===== config.mk =====
export PLATFORM = sky130hd
export DESIGN_NAME = game_round_timer_flat
export DESIGN_NICKNAME = d
export VERILOG_FILES = /design/src/rtl/game_round_timer_if.sv /design/src/rtl/game_round_timer.sv /design/src/flat_wrapper.sv
export SDC_FILE = /design/constraint.sdc
export NUM_CORES = 1
export LEC_CHECK = 0
export BUFFER_PORTS_ARGS = -buffer_cell sky130_fd_sc_hd__buf_4
export CELL_PAD_IN_SITES_DETAIL_PLACEMENT = 0
export CELL_PAD_IN_SITES_GLOBAL_PLACEMENT = 1
export CORE_MARGIN = 8
export CORE_UTILIZATION = 35
export DETAILED_ROUTE_END_ITERATION = 16
export MAX_ROUTING_LAYER = met4
export PLACE_DENSITY_LB_ADDON = 0.1
export SKIP_LAST_GASP = 1
export SYNTH_ARGS = -nofsm -noshare
export SYNTH_HDL_FRONTEND = slang
export SYNTH_SLANG_ARGS = --single-unit

===== constraint.sdc =====
create_clock -name clock_100Mhz -period 6.55 [get_ports clock_100Mhz]
set_clock_uncertainty 0.15 [all_clocks]
set_input_delay 1.31 -clock clock_100Mhz [delete_from_list [all_inputs] [get_ports clock_100Mhz]]
set_output_delay 1.31 -clock clock_100Mhz [all_outputs]
set_load 0.1 [all_outputs]

===== src/rtl/game_round_timer_if.sv =====
// ---------------------------------------------------------------------------
// game_round_timer_if
// Bundles the control pulses and status outputs of the round timer.
//   start, pause_toggle, abort : single-cycle command pulses (master -> timer)
//   round_secs                 : round length, sampled only together with start
//   seconds_left               : remaining whole seconds
//   sec_tick, time_up          : single-cycle event pulses (timer -> master)
//   running, paused, expired   : one-hot state levels (all zero in IDLE)
//   warning                    : low-time indication while a round is live
//   state_dbg                  : raw state register, for observation only
// Handshake: there is no valid/ready pair. Every command is a one-cycle pulse
// that the timer accepts unconditionally on the rising edge where it is high,
// and every event output is a one-cycle pulse that the consumer must catch.
// ---------------------------------------------------------------------------
interface game_round_timer_if #(
    parameter int SEC_W = 8
);
    logic             start;
    logic             pause_toggle;
    logic             abort;
    logic [SEC_W-1:0] round_secs;
    logic [SEC_W-1:0] seconds_left;
    logic             sec_tick;
    logic             time_up;
    logic             running;
    logic             paused;
    logic             expired;
    logic             warning;
    logic [1:0]       state_dbg;

    modport master (
        output start, pause_toggle, abort, round_secs,
        input  seconds_left, sec_tick, time_up, running, paused, expired,
               warning, state_dbg
    );

    modport slave (
        input  start, pause_toggle, abort, round_secs,
        output seconds_left, sec_tick, time_up, running, paused, expired,
               warning, state_dbg
    );
endinterface


===== src/rtl/game_round_timer.sv =====
// ---------------------------------------------------------------------------
// game_round_timer
// Crane-game round countdown with its own one-second prescaler.
//   clock_100Mhz : system clock, rising edge
//   reset_n      : asynchronous active-low reset
//   tmr          : slave side of game_round_timer_if (commands in, status out)
// Command priority on any edge: abort > start > pause_toggle.
// ---------------------------------------------------------------------------
module game_round_timer #(
    parameter int CYCLES_PER_SEC = 100000000,
    parameter int SEC_W          = 8,
    parameter int WARN_SECS      = 5
) (
    input logic                clock_100Mhz,
    input logic                reset_n,
    game_round_timer_if.slave  tmr
);
    localparam int PRE_W = (CYCLES_PER_SEC > 1) ? $clog2(CYCLES_PER_SEC) : 1;
    localparam logic [PRE_W-1:0] PRE_LAST = PRE_W'(CYCLES_PER_SEC - 1);

    typedef enum logic [1:0] {
        ST_IDLE    = 2'd0,
        ST_RUNNING = 2'd1,
        ST_PAUSED  = 2'd2,
        ST_EXPIRED = 2'd3
    } state_t;

    state_t           state_q, state_d;
    logic [PRE_W-1:0] pre_q, pre_d;
    logic [SEC_W-1:0] secs_q, secs_d;
    logic             tick_q, tick_d;
    logic             time_up_q, time_up_d;
    logic             terminal;

    assign terminal = (pre_q == PRE_LAST);

    always_comb begin
        state_d   = state_q;
        pre_d     = pre_q;
        secs_d    = secs_q;
        tick_d    = 1'b0;
        time_up_d = 1'b0;

        if (tmr.abort) begin
            state_d = ST_IDLE;
            pre_d   = '0;
            secs_d  = '0;
        end else if (tmr.start) begin
            pre_d  = '0;
            secs_d = tmr.round_secs;
            if (tmr.round_secs == '0) begin
                state_d   = ST_EXPIRED;
                time_up_d = 1'b1;
            end else begin
                state_d = ST_RUNNING;
            end
        end else begin
            case (state_q)
                ST_RUNNING: begin
                    if (terminal && tmr.pause_toggle) begin
                        // Pause wins over the tick: the prescaler parks at
                        // terminal so the tick fires on the first edge after
                        // resume and the second keeps its full length.
                        state_d = ST_PAUSED;
                    end else if (terminal) begin
                        pre_d  = '0;
                        tick_d = 1'b1;
                        if (secs_q != '0) begin
                            secs_d = secs_q - SEC_W'(1);
                        end
                        if (secs_q == SEC_W'(1)) begin
                            state_d   = ST_EXPIRED;
                            time_up_d = 1'b1;
                        end
                    end else begin
                        // The pausing edge still counts as a running cycle.
                        pre_d = pre_q + PRE_W'(1);
                        if (tmr.pause_toggle) begin
                            state_d = ST_PAUSED;
                        end
                    end
                end
                ST_PAUSED: begin
                    if (tmr.pause_toggle) begin
                        state_d = ST_RUNNING;
                    end
                end
                default: begin
                    pre_d = '0;
                end
            endcase
        end
    end

    always_ff @(posedge clock_100Mhz or negedge reset_n) begin
        if (!reset_n) begin
            state_q   <= ST_IDLE;
            pre_q     <= '0;
            secs_q    <= '0;
            tick_q    <= 1'b0;
            time_up_q <= 1'b0;
        end else begin
            state_q   <= state_d;
            pre_q     <= pre_d;
            secs_q    <= secs_d;
            tick_q    <= tick_d;
            time_up_q <= time_up_d;
        end
    end

    assign tmr.seconds_left = secs_q;
    assign tmr.sec_tick     = tick_q;
    assign tmr.time_up      = time_up_q;
    assign tmr.running      = (state_q == ST_RUNNING);
    assign tmr.paused       = (state_q == ST_PAUSED);
    assign tmr.expired      = (state_q == ST_EXPIRED);
    assign tmr.state_dbg    = state_q;
    assign tmr.warning      = ((state_q == ST_RUNNING) || (state_q == ST_PAUSED))
                              && (secs_q != '0)
                              && (secs_q <= SEC_W'(WARN_SECS));
endmodule

===== src/flat_wrapper.sv =====
// flat-port wrapper written by rule: the top's interface ports become plain ports
module game_round_timer_flat 
#(
    parameter int CYCLES_PER_SEC = 100000000,
    parameter int SEC_W          = 8,
    parameter int WARN_SECS      = 5
)
  (clock_100Mhz, reset_n, tmr_start, tmr_pause_toggle, tmr_abort, tmr_round_secs, tmr_seconds_left, tmr_sec_tick, tmr_time_up, tmr_running, tmr_paused, tmr_expired, tmr_warning, tmr_state_dbg);
  game_round_timer_if #(.SEC_W(SEC_W)) tmr_i ();
  input logic clock_100Mhz;
  input logic reset_n;
  input wire logic [$bits(tmr_i.start)-1:0] tmr_start;
  input wire logic [$bits(tmr_i.pause_toggle)-1:0] tmr_pause_toggle;
  input wire logic [$bits(tmr_i.abort)-1:0] tmr_abort;
  input wire logic [$bits(tmr_i.round_secs)-1:0] tmr_round_secs;
  output wire logic [$bits(tmr_i.seconds_left)-1:0] tmr_seconds_left;
  output wire logic [$bits(tmr_i.sec_tick)-1:0] tmr_sec_tick;
  output wire logic [$bits(tmr_i.time_up)-1:0] tmr_time_up;
  output wire logic [$bits(tmr_i.running)-1:0] tmr_running;
  output wire logic [$bits(tmr_i.paused)-1:0] tmr_paused;
  output wire logic [$bits(tmr_i.expired)-1:0] tmr_expired;
  output wire logic [$bits(tmr_i.warning)-1:0] tmr_warning;
  output wire logic [$bits(tmr_i.state_dbg)-1:0] tmr_state_dbg;
  assign tmr_i.start = tmr_start;
  assign tmr_i.pause_toggle = tmr_pause_toggle;
  assign tmr_i.abort = tmr_abort;
  assign tmr_i.round_secs = tmr_round_secs;
  assign tmr_seconds_left = tmr_i.seconds_left;
  assign tmr_sec_tick = tmr_i.sec_tick;
  assign tmr_time_up = tmr_i.time_up;
  assign tmr_running = tmr_i.running;
  assign tmr_paused = tmr_i.paused;
  assign tmr_expired = tmr_i.expired;
  assign tmr_warning = tmr_i.warning;
  assign tmr_state_dbg = tmr_i.state_dbg;
  game_round_timer #(.CYCLES_PER_SEC(CYCLES_PER_SEC), .SEC_W(SEC_W), .WARN_SECS(WARN_SECS)) u_core (.clock_100Mhz(clock_100Mhz), .reset_n(reset_n), .tmr(tmr_i));
endmodule

Word level (Yosys, flattened, before mapping)
Index checks and enable logic that the tools add are counted.
Widths: inputs -> output; s select.

operators by class
  equality and inequality tests = 11
  divide/modulo/power cells = 0
  multiplexer cells = 32
  magnitude comparators = 1
  $mul = 0
  reductions and logical operators = 13
  bitwise operators = 0
  shifts and indexed selects = 0
  add/sub/neg operators = 2

operators by type and width
  operator               number
  $mux 27                4
  $pmux 27 s2            1
  $mux 8                 6
  $add 27x1->27 const B  1
  $eq 27x27->1 const B   1
  $mux 2                 8
  $mux 1                 12
  $reduce_bool 3->1      3
  $eq 8x1->1 const B     1
  $le 8x3->1 const B     1
  $logic_not 8->1        1
  $ne 4x4->1 const B     2
  $reduce_and 4->1       2
  $reduce_bool 8->1      1
  $sub 8x1->8 const B    1
  $ne 3x3->1 const B     2
  $ne 6x4->1 const B     1
  $ne 6x6->1 const B     1
  $eq 2x2->1 const B     2
  $pmux 2 s2             1
  $reduce_bool 4->1      1
  $logic_and 1x1->1      3
  $eq 2x1->1 const B     1
  $reduce_and 2->1       1
  $logic_or 1x1->1       1

storage, ports and cells
  RAM bits = 0
  register bits = 39
  latch bits = 0
  memories kept = 0
  ROM bits = 0
  word-level logic and storage cells = 64
  output and inout port bits = 16
  input port bits = 13

Depth between registers and ports, before layout
Gate-level depths: netlist (run 1).

  word-level depth = 7
  mapped depth = 8
  gate-level depth less buffers = 7

Least setup slack after synthesis (run 1)
No wires, ideal clock.

  path type = reg2out
  start = register u_core.secs_q[0], in the netlist u_core.tmr.seconds_left[0]
  end = output port tmr_warning
  buffers on the path = 0
  data arrival time = 4413 ps
  cell stages (with the launch flop) = 5
  path slack = 677 ps
  data required time = 5090 ps
  cell sequence = dfrtp_1 inv_1 ha_1 nor2b_1 nor4_1

on the way
  cells in the longest elaborated chain, start to end = 3
  elaborated cells on any way between the ends = 4
  those cells by class = order compare (1); reduce/logical (3)

ends and longest elaborated chain
  item                                                RTL line                 source
  from (decl)                                         game_round_timer.sv:30   logic [SEC_W-1:0] secs_q, secs_d;
  from (signal assigned)                              game_round_timer.sv:105  secs_q <= secs_d;
  branches (longest 2 deep; another with $le 8x3->1)  -
  $logic_and 1x1->1 *                                 game_round_timer.sv:120  && (secs_q <= SEC_W'(WARN_SECS));
  to (decl)                                           flat_wrapper.sv:22       output wire logic [$bits(tmr_i.warning)-1:0] tmr_warning;

Every way passes the cells marked *.

Worst setup path after layout (run 1)
  start = register u_core.secs_q[3], in the netlist u_core.tmr.seconds_left[3]
  end = output port tmr_warning

The elaborated chain is that of the path after synthesis.

==> results of run 1 <==
flip-flops by register name, summed over array words and instances, names as in the netlist:
register	cells
u_core.pre_q	27
u_core.tmr.seconds_left	8
u_core.tmr.sec_tick	1
u_core.tmr.state_dbg	2
u_core.tmr.time_up	1
metrics by stage:
| stage | setup slack, ns | utilization (%) | instance area [um2] | hold WS (ns) | total power [mW] |
|---|---|---|---|---|---|
| floorplan | 0.6768 | - | 2454 | 0.3522 | 0.3465 |
| finish | 3.056 | 41.53 | 2821 | 0.3983 | 0.5387 |
| global placement | 3.371 | 40.33 | 2740 | 0.3758 | 0.3832 |
| global route | 2.894 | 41.53 | 2821 | 0.4413 | 0.5681 |
| detailed placement | 3.373 | 40.33 | 2740 | 0.3829 | 0.3822 |
| CTS | 3.035 | 41.53 | 2821 | 0.4028 | 0.5472 |
report_power, final:
| group | leakage, nW | internal (mW) | total (mW) | switching [mW] |
|---|---|---|---|---|
| combinational | 0.523 | 0.0301 | 0.124 | 0.0934 |
| clock | 0.0422 | 0.0749 | 0.163 | 0.0876 |
| sequential | 0.534 | 0.246 | 0.253 | 0.00699 |
worst reg2reg max path, stage by stage (launching register included):
cell,delay (ns)
sky130_fd_sc_hd__dfrtp_1,0.48
sky130_fd_sc_hd__nor4b_1,0.35
sky130_fd_sc_hd__and4_1,0.68
sky130_fd_sc_hd__a31oi_1,0.23
sky130_fd_sc_hd__o21ai_2,0.84
sky130_fd_sc_hd__nor2_1,0.14
path summary, 6_finish.rpt:
path | from | to | cells past startpoint
max | u_core.tmr.seconds_left[3] | tmr_warning | 4
min | u_core.pre_q[26] | u_core.pre_q[26] | 2
max reg2reg | u_core.pre_q[8] | u_core.pre_q[24] | 5
min reg2reg | u_core.pre_q[26] | u_core.pre_q[26] | 2
max in group asynchronous | reset_n | u_core.pre_q[9] | 1
min in group asynchronous | reset_n | u_core.pre_q[3] | 1
cells in the mapped netlist, types with 4 or more instances:
master                      instances  area share [%]
sky130_fd_sc_hd__clkbuf_1           4            0.61
sky130_fd_sc_hd__o21a_1             4             1.2
sky130_fd_sc_hd__buf_2              5             1.0
sky130_fd_sc_hd__ha_1               6             3.1
sky130_fd_sc_hd__nand2_1           12             1.8
sky130_fd_sc_hd__nor4_1            12             3.1
sky130_fd_sc_hd__and3_1             4             1.0
sky130_fd_sc_hd__nor2_1            36             5.5
sky130_fd_sc_hd__nor3_1             8             1.6
sky130_fd_sc_hd__a211oi_1          10             3.1
sky130_fd_sc_hd__a2111oi_0          4             1.4
sky130_fd_sc_hd__inv_1             17             2.6
sky130_fd_sc_hd__nor4b_1            4             1.4
sky130_fd_sc_hd__nand3_1           13             2.7
sky130_fd_sc_hd__xnor2_1           20             7.1
sky130_fd_sc_hd__dfrtp_1           39              40
sky130_fd_sc_hd__nand4_1           12             3.1
sky130_fd_sc_hd__a21oi_1            9             1.8
sky130_fd_sc_hd__xor2_1             6             2.1
area by class of cell:
type	count	area share [%]
clock inverter	1	0.1774
clock buffer	7	2.705
inverter	17	2.262
tap	96	4.257
timing repair buffer	29	7.716
sequential	39	34.59
multi-input combinational	203	48.29
routing by layer:
layer,vias up,share of wire (%),GRT usage (%)
li1,1035,-,-
met1,997,48,18.56
met2,47,47,22.22
met3,7,3.6,3.142
met4,0,1.2,3.609
met5,-,0,-
logic make-up after synthesis:
kind of cell | count (synthesis)
AND/OR/NAND/NOR | 121
buffers and inverters | 28
AO/OA/AOI/OAI | 46
XOR/XNOR | 26
multiplexers | 4
flip-flops | 39
adder cells (fa/ha/maj) | 6
==> results.yml, run 1 <==
global_routing:
  grt_pass1_wl_um: 11200
  grt_use_total_pct: 14.38
  grt_max_degree: 40
  globalRouteOverflowTotal: 0
  vias_in_the_first_global_route: 2141
  antenna_found_initial: 0
floorplan:
  design.die.area_um2: 9945
  placement_rows: 30
  initial_utilization_pct: 36.11
  ios: 29
  floorplan_die_height_um: 99.73
  std_cell_core_area_um2: 6794
  chipWidth_um: 99.73
yosys:
  syn-mean-instance-area_um2: 9.087
  synth_enable_flop_cells: 0
  synth_cells: 270
  synth-seq-area-share_pct: 39.78
  fraction_of_synthesis_flops_using_an_asynchronous_set_or_reset_pin_pct: 100.0
  synth-xor-area-share_pct: 9.281
  postSynthRegisterBits: 39
  syn-num-nets: 289
  yosysWarningCount: 0
  yosys.area_share.simple_pct: 27.38
  synth_flop_cell: "sky130_fd_sc_hd__dfrtp_1"
  dominant_combinational_cell_family_by_area_after_synthesis: "simple AND/OR/NAND/NOR gates"
  netlist-cell-type-count: 51
  synth.cell_area_um2: 2454
  synth.area.mux_share_pct: 1.683
  synth_compound_area_share_pct: 14.13
  yosys.area_share.adder_pct: 3.060
clocking:
  clock-sinks: 39
  clk_lat_worst_skew_ns: 0.29
  postCtsResizedCells: 0
  tritoncts: "yes"
  cts.hold.buffers_added: 0
  cts.htree.levels: 2
  clkTransAtPathRegs_ns: 0.08
  buffer_levels_on_the_longest_clock_path: 2
  cts_root_buf: "sky130_fd_sc_hd__clkbuf_8"
  cts_made_buffers: 5
  cts_setup_buffers: 0
outcome:
  outcome: "complete, no violations"
setup_path:
  path_buf_inv: 1
  crit_required_ns: 5.09
  rrSetupSlack_ns: 3.53
  timing.critical_path.cells: "nor3_2 -> nand2_1 -> nor4_1 -> buf_4"
  endpoint_kind: "output pin"
  crit_path_max_incr_delay_ns: 0.45
  critical_path_class: "reg -> out"
  timing.critical_path.max_delay_family: "simple AND/OR/NAND/NOR gates"
  critPathLaunchType: "flop"
  critPathMaxFanout: 7
  worst-endpoint-arrival_ns: 2.03
  cpMaxStageDelayCell: "sky130_fd_sc_hd__dfrtp_1"
placed_design:
  dpl.cell_count: 384
  io_buffers: 28
  place_congestion: 0.9567
  place.detailed.hpwl_um: 4814
pwr:
  power.density_cell_area_nw_per_um2: 190.9
  leakagePower_nw: 1.099
  vdd.ir_drop.worst_uv: 95.51
route:
  ant_nets: 0
  initialDrtViolationCount: 104
  drt_drc_violations_left: 0
  detailedRoute.firstPassIterationCount: 4
  postRouteWirelength_um: 6534
  avgViaCountPerCell: 5.321
  wl_per_cell_um: 16.67
  via_count: 2086
cells_and_area:
  syn2layout_area_growth_pct: 14.99
  multi_input_area_um2: 1363
  layout.cells.most_common_list: "sky130_fd_sc_hd__dfrtp_1, sky130_fd_sc_hd__nor2_1, sky130_fd_sc_hd__buf_4, sky130_fd_sc_hd__xnor2_1, sky130_fd_sc_hd__inv_1"
  final_nets: 314
  finish.cell_count_without_fillers: 392
  num_antenna_cells: 0
  fillers: 692
  commonest_non_fill_non_tap_cell_in_the_layout: "sky130_fd_sc_hd__dfrtp_1"
  post_route_cells_drive_above_1_share_pct: 15.54
  register_area_um2: 975.9
hold_path:
  worst_hold_check_path_type: "reg -> reg"
timing:
  drv_slew: 0
  hold_viol_final: 0
  slew_headroom_pct: 30.44
  max_freq_ghz: 0.2862
  setup_tns_ns: 0
  rsz0062_at_grt: "false"
  tightestPinTransition_ns: 1.043
  report.final.setup_viol: 0
  finalCritPeriodShare_pct: 53.35
  period_needed_ns: 3.494
job:
  max_cap_violations: 0
Power figures use the tool's default switching activity.
==> inputs of run 2 (changes only) <==
clock period = 3.2 ns   (was 6.55 ns; I/O delays follow)
==> run 2 against run 1 <==
  * Worst setup slack got worse by 2.5 ns
  * Sequential cell count unchanged
  * Via count increased by 0.48%
  * Critical path depth increased by 1
  * Largest power group unchanged
  * Highest routed layer unchanged
  * Power increased by 110%
  * Critical path type unchanged
  * Final area increased by 1.9%
  * Cell count increased by 1.0%
  * First-iteration DRC count increased by 39%
  * Count of clock-buffer cells in the layout decreased by 1
==> results.yml, run 2 (synthesis results as in run 1) <==
outcome:
  outcome: "complete, no violations"
setup_path:
  path_buf_inv: 2
  timing.critical_path.max_delay_family: "simple AND/OR/NAND/NOR gates"
  critPathMaxFanout: 6
  crit_required_ns: 2.41
  critPathLaunchType: "flop"
  critical_path.reg2reg.endpoint: "u_core.tmr.state_dbg[0]"
  startpoint: "u_core.tmr.seconds_left[0]"
  worst-endpoint-arrival_ns: 1.83
  rrSetupSlack_ns: 0.72
  r2r.worst_path.cells: 6
  critical_path_class: "reg -> out"
  rr_startpoint: "u_core.pre_q[0]"
  endpoint_kind: "output pin"
  crit_path_max_incr_delay_ns: 0.39
  cpMaxStageDelayCell: "sky130_fd_sc_hd__dfrtp_2"
  timing.critical_path.cells: "inv_1 -> ha_1 -> nor2b_1 -> nor4_4 -> buf_4"
cells_and_area:
  syn2layout_area_growth_pct: 17.13
  final_nets: 318
  final_core_util_pct: 42.30
  layout.cells.most_common_list: "sky130_fd_sc_hd__nor2_1, sky130_fd_sc_hd__dfrtp_1, sky130_fd_sc_hd__buf_4, sky130_fd_sc_hd__xnor2_1, sky130_fd_sc_hd__inv_1"
  largest_register_ffs: 27
  num_antenna_cells: 0
  regMostFlops: "u_core.pre_q"
  post_route_cells_drive_above_1_share_pct: 18.33
timing:
  finalCritPeriodShare_pct: 81.90
  report.final.setup_viol: 0
  max_freq_ghz: 0.3815
  period_needed_ns: 2.621
  drv_slew: 0
  slew_headroom_pct: 64.73
  tightestPinTransition_ns: 0.5157
  hold_viol_final: 0
  rsz0062_at_grt: "false"
  final_critical_path_setup_slack_ns: 0.5791
  hold_ws_ns: 0.1725
floorplan:
  std_cell_core_area_um2: 6794
  placement_rows: 30
  design.die.area_um2: 9945
  ios: 29
  chipWidth_um: 99.73
  floorplan_die_height_um: 99.73
  initial_utilization_pct: 36.11
clocking:
  buffer_levels_on_the_longest_clock_path: 2
  clock-sinks: 39
  cts.htree.levels: 2
  clk_lat_worst_skew_ns: 0.29
  cts_setup_buffers: 0
  cts_root_buf: "sky130_fd_sc_hd__clkbuf_8"
  cts.hold.buffers_added: 0
  clkTransAtPathRegs_ns: 0.08
  tritoncts: "yes"
  cts_made_buffers: 5
  postCtsResizedCells: 0
route:
  wl_per_cell_um: 16.28
  initialDrtViolationCount: 145
  avgViaCountPerCell: 5.293
  via_count: 2096
  detailedRoute.firstPassIterationCount: 4
  postRouteWirelength_um: 6447
  drt_drc_violations_left: 0
  ant_nets: 0
placed_design:
  place_congestion: 0.7667
  place.detailed.hpwl_um: 4698
  io_buffers: 28
  pre_cts_slack_ns: 0.7195
global_routing:
  grt.met2_usage_pct: 20.27
  vias_in_the_first_global_route: 2123
  grt_max_degree: 40
  met3_usage_pct: 3.073
  global_route.peak_usage_layer: "met2"
  globalRouteMet1Util_pct: 20.01
  antenna_found_initial: 0
  grt_use_total_pct: 14.25
  grt_pass1_wl_um: 11120
  globalRouteOverflowTotal: 0
pwr:
  leakagePower_nw: 1.116
  power.density_cell_area_nw_per_um2: 387.1
  power_mw: 1.113
  vdd.ir_drop.worst_uv: 198.6
hold_path:
  worst_hold_check_path_type: "in -> async"
job:
  max_cap_violations: 0
[run 2: changes by cell type in the layout (fill, tap and decap cells not counted), sizes merged]
cell      previous run  this run
clkinvlp             0         1
buf                 29        33
clkbuf               7         6
[run 2: power breakdown]
| part | switching [mW] | internal, mW |
|---|---|---|
| clock | 0.183 | 0.153 |
| sequential | 0.0148 | 0.503 |
| combinational | 0.194 | 0.0647 |
[run 2: how the worst max path moves through the flow]
stage	endpoint	slack (ns)	cells after the start
floorplan	u_core.pre_q[15]	-0.08	6
finish	tmr_warning	0.58	5
detailed placement	u_core.tmr.state_dbg[0]	0.72	6
global route	u_core.tmr.state_dbg[0]	0.50	6
CTS	tmr_warning	0.56	5
global placement	u_core.tmr.state_dbg[0]	0.79	6
[run 2: through the flow]
stage	instance area, um2	std cells	setup TNS (ns)
2_1_floorplan	2472	270	-0.3558
3_3_place_gp	2789	388	0
3_5_place_dp	2789	388	0
4_1_cts	2874	396	0
5_1_grt	2874	396	0
6_report	2874	396	0
[run 2: layout make-up]
| cell class | instances | area, um2 |
|---|---|---|
| inverters | 17 | 63.81 |
| clock buffers | 6 | 72.57 |
| well taps | 96 | 120.1 |
| flip-flops and latches | 39 | 979.7 |
| multi-input cells | 203 | 1378 |
| fillers | 684 | 3920 |
| repair buffers | 33 | 247.7 |
| clock inverters | 2 | 12.51 |
[run 2: metal layers]
metal	vias up	share of wire [%]
met5	-	0
met4	0	1.0
met3	6	3.1
met2	32	43
met1	1012	53
li1	1046	-
